[config.mk]
export PLATFORM = sky130hd
export DESIGN_NAME = ibex_wb_arbiter
export DESIGN_NICKNAME = d
export VERILOG_FILES = /design/src/rtl/ibex_wb_arbiter_pkg.sv /design/src/rtl/ibex_wb_load_fifo.sv /design/src/rtl/ibex_wb_arbiter.sv
export SDC_FILE = /design/constraint.sdc
export NUM_CORES = 1
export LEC_CHECK = 0
export ABC_AREA = 1
export CAP_MARGIN = 20
export CORE_MARGIN = 1.5
export CORE_UTILIZATION = 49
export DETAILED_ROUTE_END_ITERATION = 16
export HOLD_SLACK_MARGIN = 0.02
export PLACE_DENSITY = 0.91
export SYNTH_ARGS = -nofsm -noshare
export SYNTH_HDL_FRONTEND = slang
export SYNTH_SLANG_ARGS = --single-unit
[constraint.sdc]
create_clock -name clk_i -period 6.37 [get_ports clk_i]
set_input_delay 1.274 -clock clk_i [delete_from_list [all_inputs] [get_ports clk_i]]
set_output_delay 1.274 -clock clk_i [all_outputs]
set_load 0.005 [all_outputs]
[src/rtl/ibex_wb_arbiter_pkg.sv]
// ibex_wb_arbiter_pkg
//   Definitions shared between the writeback arbiter and the register file:
//   the architectural register address width and the derivation of the
//   implemented address width / register count from the RV32E option.
//   Also holds the writeback source selector used inside the arbiter.

package ibex_wb_arbiter_pkg;

  // Width of every register address travelling through the pipeline.
  // RV32E only implements the lower half of the register space.
  localparam int unsigned RegAddrWidth = 5;

  // Number of address bits that index implemented registers.
  function automatic int unsigned addr_width(bit rv32e);
    return rv32e ? 4 : 5;
  endfunction

  // Number of implemented architectural registers.
  function automatic int unsigned num_regs(bit rv32e);
    return 1 << addr_width(rv32e);
  endfunction

  // Which source drives the register file write port in a given cycle.
  typedef enum logic [1:0] {
    WB_SRC_NONE = 2'd0,
    WB_SRC_LSU  = 2'd1,
    WB_SRC_EX   = 2'd2
  } wb_src_e;

endpackage

[src/rtl/ibex_wb_load_fifo.sv]
// ibex_wb_load_fifo
//   In-order FIFO of destination register addresses for loads that have been
//   issued but whose data has not yet come back from the LSU.
//
// Ports
//   clk_i        clock
//   rst_i        synchronous active-high reset; empties the FIFO
//   push_i       append push_addr_i at the tail (ignored when full)
//   push_addr_i  destination address of the newly issued load
//   pop_i        drop the head entry (ignored when empty)
//   full_o       Depth entries held
//   empty_o      no entries held
//   head_o       address of the oldest outstanding load

module ibex_wb_load_fifo
  import ibex_wb_arbiter_pkg::*;
#(
  parameter int unsigned Depth = 2
) (
  input  logic                    clk_i,
  input  logic                    rst_i,
  input  logic                    push_i,
  input  logic [RegAddrWidth-1:0] push_addr_i,
  input  logic                    pop_i,
  output logic                    full_o,
  output logic                    empty_o,
  output logic [RegAddrWidth-1:0] head_o
);

  // A single-entry FIFO still needs a one-bit pointer to index the array.
  localparam int unsigned PtrW = (Depth > 1) ? $clog2(Depth) : 1;
  localparam int unsigned CntW = $clog2(Depth + 1);
  localparam logic [PtrW-1:0] LastPtr = PtrW'(Depth - 1);
  localparam logic [CntW-1:0] FullCnt = CntW'(Depth);

  logic [RegAddrWidth-1:0] mem_q [Depth];
  logic [PtrW-1:0]         wr_ptr_q;
  logic [PtrW-1:0]         rd_ptr_q;
  logic [CntW-1:0]         count_q;
  logic                    push_ok;
  logic                    pop_ok;

  // Pointers wrap at Depth, which need not be a power of two.
  function automatic logic [PtrW-1:0] next_ptr(logic [PtrW-1:0] ptr);
    return (ptr == LastPtr) ? '0 : ptr + PtrW'(1);
  endfunction

  assign full_o  = (count_q == FullCnt);
  assign empty_o = (count_q == '0);
  assign head_o  = mem_q[rd_ptr_q];

  // Overflow/underflow requests are dropped so the occupancy count can never
  // leave the 0..Depth range.
  assign push_ok = push_i & ~full_o;
  assign pop_ok  = pop_i & ~empty_o;

  // Storage: written at the tail on every accepted push. Contents need no
  // reset because the occupancy count alone decides what is valid.
  always_ff @(posedge clk_i) begin
    if (push_ok) begin
      mem_q[wr_ptr_q] <= push_addr_i;
    end
  end

  // Pointer and occupancy bookkeeping. A simultaneous push and pop moves both
  // pointers and leaves the count unchanged.
  always_ff @(posedge clk_i) begin
    if (rst_i) begin
      wr_ptr_q <= '0;
      rd_ptr_q <= '0;
      count_q  <= '0;
    end else begin
      if (push_ok) begin
        wr_ptr_q <= next_ptr(wr_ptr_q);
      end
      if (pop_ok) begin
        rd_ptr_q <= next_ptr(rd_ptr_q);
      end
      case ({push_ok, pop_ok})
        2'b10:   count_q <= count_q + CntW'(1);
        2'b01:   count_q <= count_q - CntW'(1);
        default: count_q <= count_q;
      endcase
    end
  end

endmodule

[src/rtl/ibex_wb_arbiter.sv]
// ibex_wb_arbiter
//   Writeback stage in front of the register file's single write port.
//   Merges execute-stage results with load data returning from the LSU,
//   tracks outstanding loads (address FIFO + per-register pending bits) and
//   stalls execute only to avoid write-port conflicts and WAW reordering.
//
// Ports
//   clk_i, rst_i      clock, synchronous active-high reset
//   ex_valid_i        execute offers a result or a load issue
//   ex_ready_o        arbiter accepts (combinational, independent of valid)
//   ex_we_i           instruction writes a destination register
//   ex_load_i         instruction is a load; data arrives later from the LSU
//   ex_waddr_i        destination register (bit 4 ignored for RV32E)
//   ex_wdata_i        non-load result
//   lsu_rvalid_i      load response, in order, cannot be stalled
//   lsu_rdata_i       load data
//   lsu_err_i         load faulted; data invalid
//   rf_we_o           register file write enable (registered, one cycle)
//   rf_waddr_o        register file write address
//   rf_wdata_o        register file write data
//   pending_o         bit r set: a load to register r is outstanding
//   load_err_o        one-cycle pulse: faulted load retired
//   err_o             one-cycle pulse: response with no outstanding load

module ibex_wb_arbiter
  import ibex_wb_arbiter_pkg::*;
#(
  parameter bit          RV32E     = 1'b0,
  parameter int unsigned DataWidth = 32,
  parameter int unsigned LoadDepth = 2
) (
  input  logic                      clk_i,
  input  logic                      rst_i,

  input  logic                      ex_valid_i,
  output logic                      ex_ready_o,
  input  logic                      ex_we_i,
  input  logic                      ex_load_i,
  input  logic [RegAddrWidth-1:0]   ex_waddr_i,
  input  logic [DataWidth-1:0]      ex_wdata_i,

  input  logic                      lsu_rvalid_i,
  input  logic [DataWidth-1:0]      lsu_rdata_i,
  input  logic                      lsu_err_i,

  output logic                      rf_we_o,
  output logic [RegAddrWidth-1:0]   rf_waddr_o,
  output logic [DataWidth-1:0]      rf_wdata_o,

  output logic [num_regs(RV32E)-1:0] pending_o,
  output logic                      load_err_o,
  output logic                      err_o
);

  localparam int unsigned AddrWidth = addr_width(RV32E);
  localparam int unsigned NumRegs   = num_regs(RV32E);

  // Execute-side address with the unimplemented upper bit cleared for RV32E.
  logic [RegAddrWidth-1:0] ex_addr;
  logic [AddrWidth-1:0]    ex_idx;
  logic                    ex_addr_nz;
  logic                    ex_pending;

  logic                    fifo_full;
  logic                    fifo_empty;
  logic [RegAddrWidth-1:0] fifo_head;
  logic [AddrWidth-1:0]    head_idx;

  logic                    ex_accept;
  logic                    load_push;
  logic                    load_pop;

  logic [NumRegs-1:0]      pending_q;
  logic [NumRegs-1:0]      pending_d;
  wb_src_e                 wb_src;

  assign ex_addr    = RegAddrWidth'(ex_waddr_i[AddrWidth-1:0]);
  assign ex_idx     = ex_addr[AddrWidth-1:0];
  assign ex_addr_nz = |ex_addr;
  assign ex_pending = pending_q[ex_idx];
  assign head_idx   = fifo_head[AddrWidth-1:0];

  // Stall rules. A full FIFO blocks new loads even if a response frees an
  // entry this cycle, keeping the ready path off the LSU response timing.
  // A write to a register with a load in flight must wait, otherwise the
  // older load would land later and overwrite the newer result. A response
  // owns the write port outright since the LSU cannot be back-pressured.
  always_comb begin
    ex_ready_o = 1'b1;
    if (ex_load_i) begin
      if (fifo_full || (ex_addr_nz && ex_pending)) begin
        ex_ready_o = 1'b0;
      end
    end else if (ex_we_i) begin
      if ((ex_addr_nz && ex_pending) || lsu_rvalid_i) begin
        ex_ready_o = 1'b0;
      end
    end
  end

  assign ex_accept = ex_valid_i & ex_ready_o;
  assign load_push = ex_accept & ex_load_i;
  assign load_pop  = lsu_rvalid_i & ~fifo_empty;

  ibex_wb_load_fifo #(
    .Depth (LoadDepth)
  ) u_load_fifo (
    .clk_i       (clk_i),
    .rst_i       (rst_i),
    .push_i      (load_push),
    .push_addr_i (ex_addr),
    .pop_i       (load_pop),
    .full_o      (fifo_full),
    .empty_o     (fifo_empty),
    .head_o      (fifo_head)
  );

  // Pick the write-port source. The stall rules guarantee an accepted
  // execute write never coincides with a response, so the order only matters
  // for readability. Faulted loads and x0 destinations retire without a write.
  always_comb begin
    wb_src = WB_SRC_NONE;
    if (load_pop && !lsu_err_i && (fifo_head != '0)) begin
      wb_src = WB_SRC_LSU;
    end else if (ex_accept && !ex_load_i && ex_we_i && ex_addr_nz) begin
      wb_src = WB_SRC_EX;
    end
  end

  // Scoreboard update: the retiring load clears its bit, a newly accepted
  // load sets its bit. Both cannot hit the same register in one cycle
  // because a load to a pending register is stalled.
  always_comb begin
    pending_d = pending_q;
    if (load_pop) begin
      pending_d[head_idx] = 1'b0;
    end
    if (load_push && ex_addr_nz) begin
      pending_d[ex_idx] = 1'b1;
    end
  end

  // Registered write port, scoreboard and error pulses. The address and data
  // registers hold their last value when no write is issued.
  always_ff @(posedge clk_i) begin
    if (rst_i) begin
      rf_we_o    <= 1'b0;
      rf_waddr_o <= '0;
      rf_wdata_o <= '0;
      pending_q  <= '0;
      load_err_o <= 1'b0;
      err_o      <= 1'b0;
    end else begin
      rf_we_o    <= (wb_src != WB_SRC_NONE);
      pending_q  <= pending_d;
      load_err_o <= load_pop & lsu_err_i;
      err_o      <= lsu_rvalid_i & fifo_empty;
      case (wb_src)
        WB_SRC_LSU: begin
          rf_waddr_o <= fifo_head;
          rf_wdata_o <= lsu_rdata_i;
        end
        WB_SRC_EX: begin
          rf_waddr_o <= ex_addr;
          rf_wdata_o <= ex_wdata_i;
        end
        default: begin
          rf_waddr_o <= rf_waddr_o;
          rf_wdata_o <= rf_wdata_o;
        end
      endcase
    end
  end

  assign pending_o = pending_q;

endmodule

==> impl_metrics.json <==
{
  "outcome": "finished clean",
  "rows": 34,
  "cts-htree-levels": 3,
  "clockRootBuffer": "clkbuf_8",
  "fin_crit_sh_pct": 81.5,
  "fillers": 732,
  "worstSetupPathType": "in -> out",
  "cts_setup_buffers": 0,
  "coreArea_sq_um": 8640,
  "synth.cell_area_sq_um": 4340,
  "area.growth.synth_to_final_pct": 39.2,
  "cts.sink_count": 87,
  "syn_nets": 745,
  "worst_hold_path_type": "reg -> reg",
  "synth-edff-count": 10,
  "vdd_drop_max_mv": 0.136,
  "n_antenna_cell": 0,
  "synth_top_area_share_pct": 35.5,
  "synth_warnings": 0,
  "dieArea_sq_um": 9440,
  "crit_required_ns": 5.10,
  "grt_pass1_vias": 4839,
  "worst_slack_ns": 1.18,
  "clock_latency_ns": 0.37,
  "layout.nets": 879,
  "io_buffers": 148,
  "ys.flop_type": "dfxtp_1",
  "crit_arrival_ns": 3.92,
  "leakage_nw": 2.64,
  "cts_hold_buf": 0,
  "drc": 0,
  "start_kind": "input pin",
  "slew_violations": 0,
  "clk_pin_slew_ns": 0.09,
  "synth_area_per_cell_sq_um": 6.50,
  "cts_resized": 0,
  "synth_seq_area_share_pct": 42.4,
  "cap_violations": 0,
  "finalSetupTns_ns": 0,
  "hold_viol_final": 0,
  "yosysMostFrequentCell": "nand2_1",
  "synth_seq_cells": 87,
  "grt_overflow_total": 0,
  "cts_buffers": 9,
  "critical_path_buf_inv_count": 4,
  "worst_pin_slew_ns": 0.981,
  "dp_hpwl_mm": 10.1,
  "slowest_delay_ns": 0.80,
  "pre_cts_slack_ns": 1.22,
  "max_freq_mhz": 193,
  "post_drt_wl_per_cell_um": 15.9,
  "antenna_found_initial": 0,
  "rsz0062_at_grt": "no",
  "worstPathMaxFanout": 16,
  "clockBufferDepth": 2,
  "worstPathCellList": "clkdlybuf4s50_1, inv_2, nand2_1, nand2_1, nand2_1, nand2_1, nand2_1, nand2_1, nor2_1, nand2_1, nand2_1, nand2_1, nand2_2, nand2_1, inv_1, clkdlybuf4s50_1",
  "grt_pass1_wl_mm": 23.3,
  "vias_per_cell": 5.48,
  "cp_common_cell": "nand2_1",
  "period_minus_slack_ns": 5.19,
  "start_util_pct": 50.3,
  "async_flop_share_pct": 0,
  "path_delay_family": "buffers and inverters",
  "firstDrtPassIters": 5,
  "relSlewSlack_pct": 34.2,
  "vias": 5014,
  "setup_viol": 0,
  "yosys.area.top_type": "dfxtp_1",
  "grt_max_degree": 43,
  "pin_count": 149,
  "drive_above_1_share_pct": 4.21,
  "die_h_um": 97.1,
  "die_x_um": 97.1,
  "ant_nets": 0,
  "synth_cells": 668,
  "drt_wl_total_mm": 14.6,
  "skew_ns": 0.0166,
  "cp_slowest_cell": "clkdlybuf4s50_1",
  "power_density_nw_per_um2": 211,
  "first_iter_violations": 431,
  "grt.total_usage_pct": 30.6,
  "synth_cell_type_count": 24,
  "cts_tree": "done",
  "synthTopCellsByCount": "nand2_1, dfxtp_1, nor2_1, nand3_1, inv_1",
  "place.gp.congestion": 0.901,
  "crit_path_end_kind": "output pin",
  "synth_area_leaders": "dfxtp_1, nand2_1, edfxtp_1",
  "power.total_w": 0.00128
}
[layout by cell type (no fill, tap or decap)]
master	instances
o22ai_1	1
edfxtp_1	10
nand2_1	296
buf_4	3
o21ai_1	1
nand4_4	2
nand3_1	49
inv_4	1
a211oi_1	1
inv_8	1
inv_6	1
dfxtp_1	77
nor3_1	8
nor2_4	3
bufinv_16	1
nor2_1	54
a21oi_1	36
inv_1	44
clkinv_4	1
a21oi_2	1
nor2_2	1
clkdlybuf4s50_1	148
inv_2	6
clkinvlp_4	1
ha_1	1
clkbuf_8	9
nand2_2	2
o21ai_0	41
clkbuf_16	1
nand4_1	6
[path summary, 6_finish.rpt]
path | from | to | slack (ns) | cells after the start
worst min register to register | rf_wdata_o[22]$_SDFFE_PP0P_ | rf_wdata_o[22]$_SDFFE_PP0P_ | 0.46 | 2
worst max register to register | flop | rf_wdata_o[27]$_SDFFE_PP0P_ | 2.97 | 11
worst min-delay path | rf_wdata_o[22]$_SDFFE_PP0P_ | rf_wdata_o[22]$_SDFFE_PP0P_ | 0.46 | 2
worst max-delay path | ex_waddr_i[0] | ex_ready_o | 1.18 | 16
[metal layers]
metal / routed length [um] / vias to the layer above / track usage [%]
li1: - / 2379 / -
met1: 5520 / 2288 / 35.6
met2: 7130 / 288 / 53.0
met3: 1340 / 59 / 6.40
met4: 566 / 0 / 15.7
met5: 0 / - / 0
[where the power goes]
| part | total (W) | leakage, nW | internal [W] | switching [W] |
|---|---|---|---|---|
| sequential | 0.000598 | 0.716 | 0.000580 | 0.0000172 |
| combinational | 0.000250 | 1.81 | 0.000109 | 0.000140 |
| clock | 0.000430 | 0.110 | 0.000210 | 0.000220 |
[final cells by class]
cell class                      instances  area (sq um)  area share, %
Clock buffer                           10           149           2.46
Clock inverter                          6          72.6           1.20
Inverter                               50           188           3.10
Multi-Input combinational cell        503          2160           35.7
Sequential cell                        87          1840           30.5
Tap cell                              108           135           2.23
Timing Repair Buffer                  151          1500           24.9
[tightest hold or removal path, cell delays in order, from the launching register on]
cell     delay (ns)
dfxtp_1        0.32
nand2_1        0.06
nand2_1        0.04
[metrics by stage]
stage	utilization, %	instances	hold slack [ns]	cell area [sq um]
2_1_floorplan	-	668	0.426	4340
3_3_place_gp	67.5	899	0.435	5830
3_5_place_dp	67.5	899	0.440	5830
4_1_cts	70.0	915	0.459	6050
5_1_grt	70.0	915	0.482	6050
6_report	70.0	915	0.457	6050
[kinds of logic after synthesis]
logic type      Yosys count  synth area share (%)
flops                    87                  42.4
buf+inv                  78                  7.92
compound gates           81                  9.51
simple gates            421                  39.9
fa+ha+maj                 1                 0.288
[registers in the layout, summed over array words and instances, names as in the netlist, named ones only]
signal and count:
u_load_fifo.rd_ptr_q 1, rf_waddr_o 5, load_err_o 1, rf_wdata_o 32, pending_o 32, rf_we_o 1
u_load_fifo.mem_q 10, err_o 1, u_load_fifo.wr_ptr_q 1, u_load_fifo.count_q 2
No activity file was read; power rests on OpenSTA's default activity.
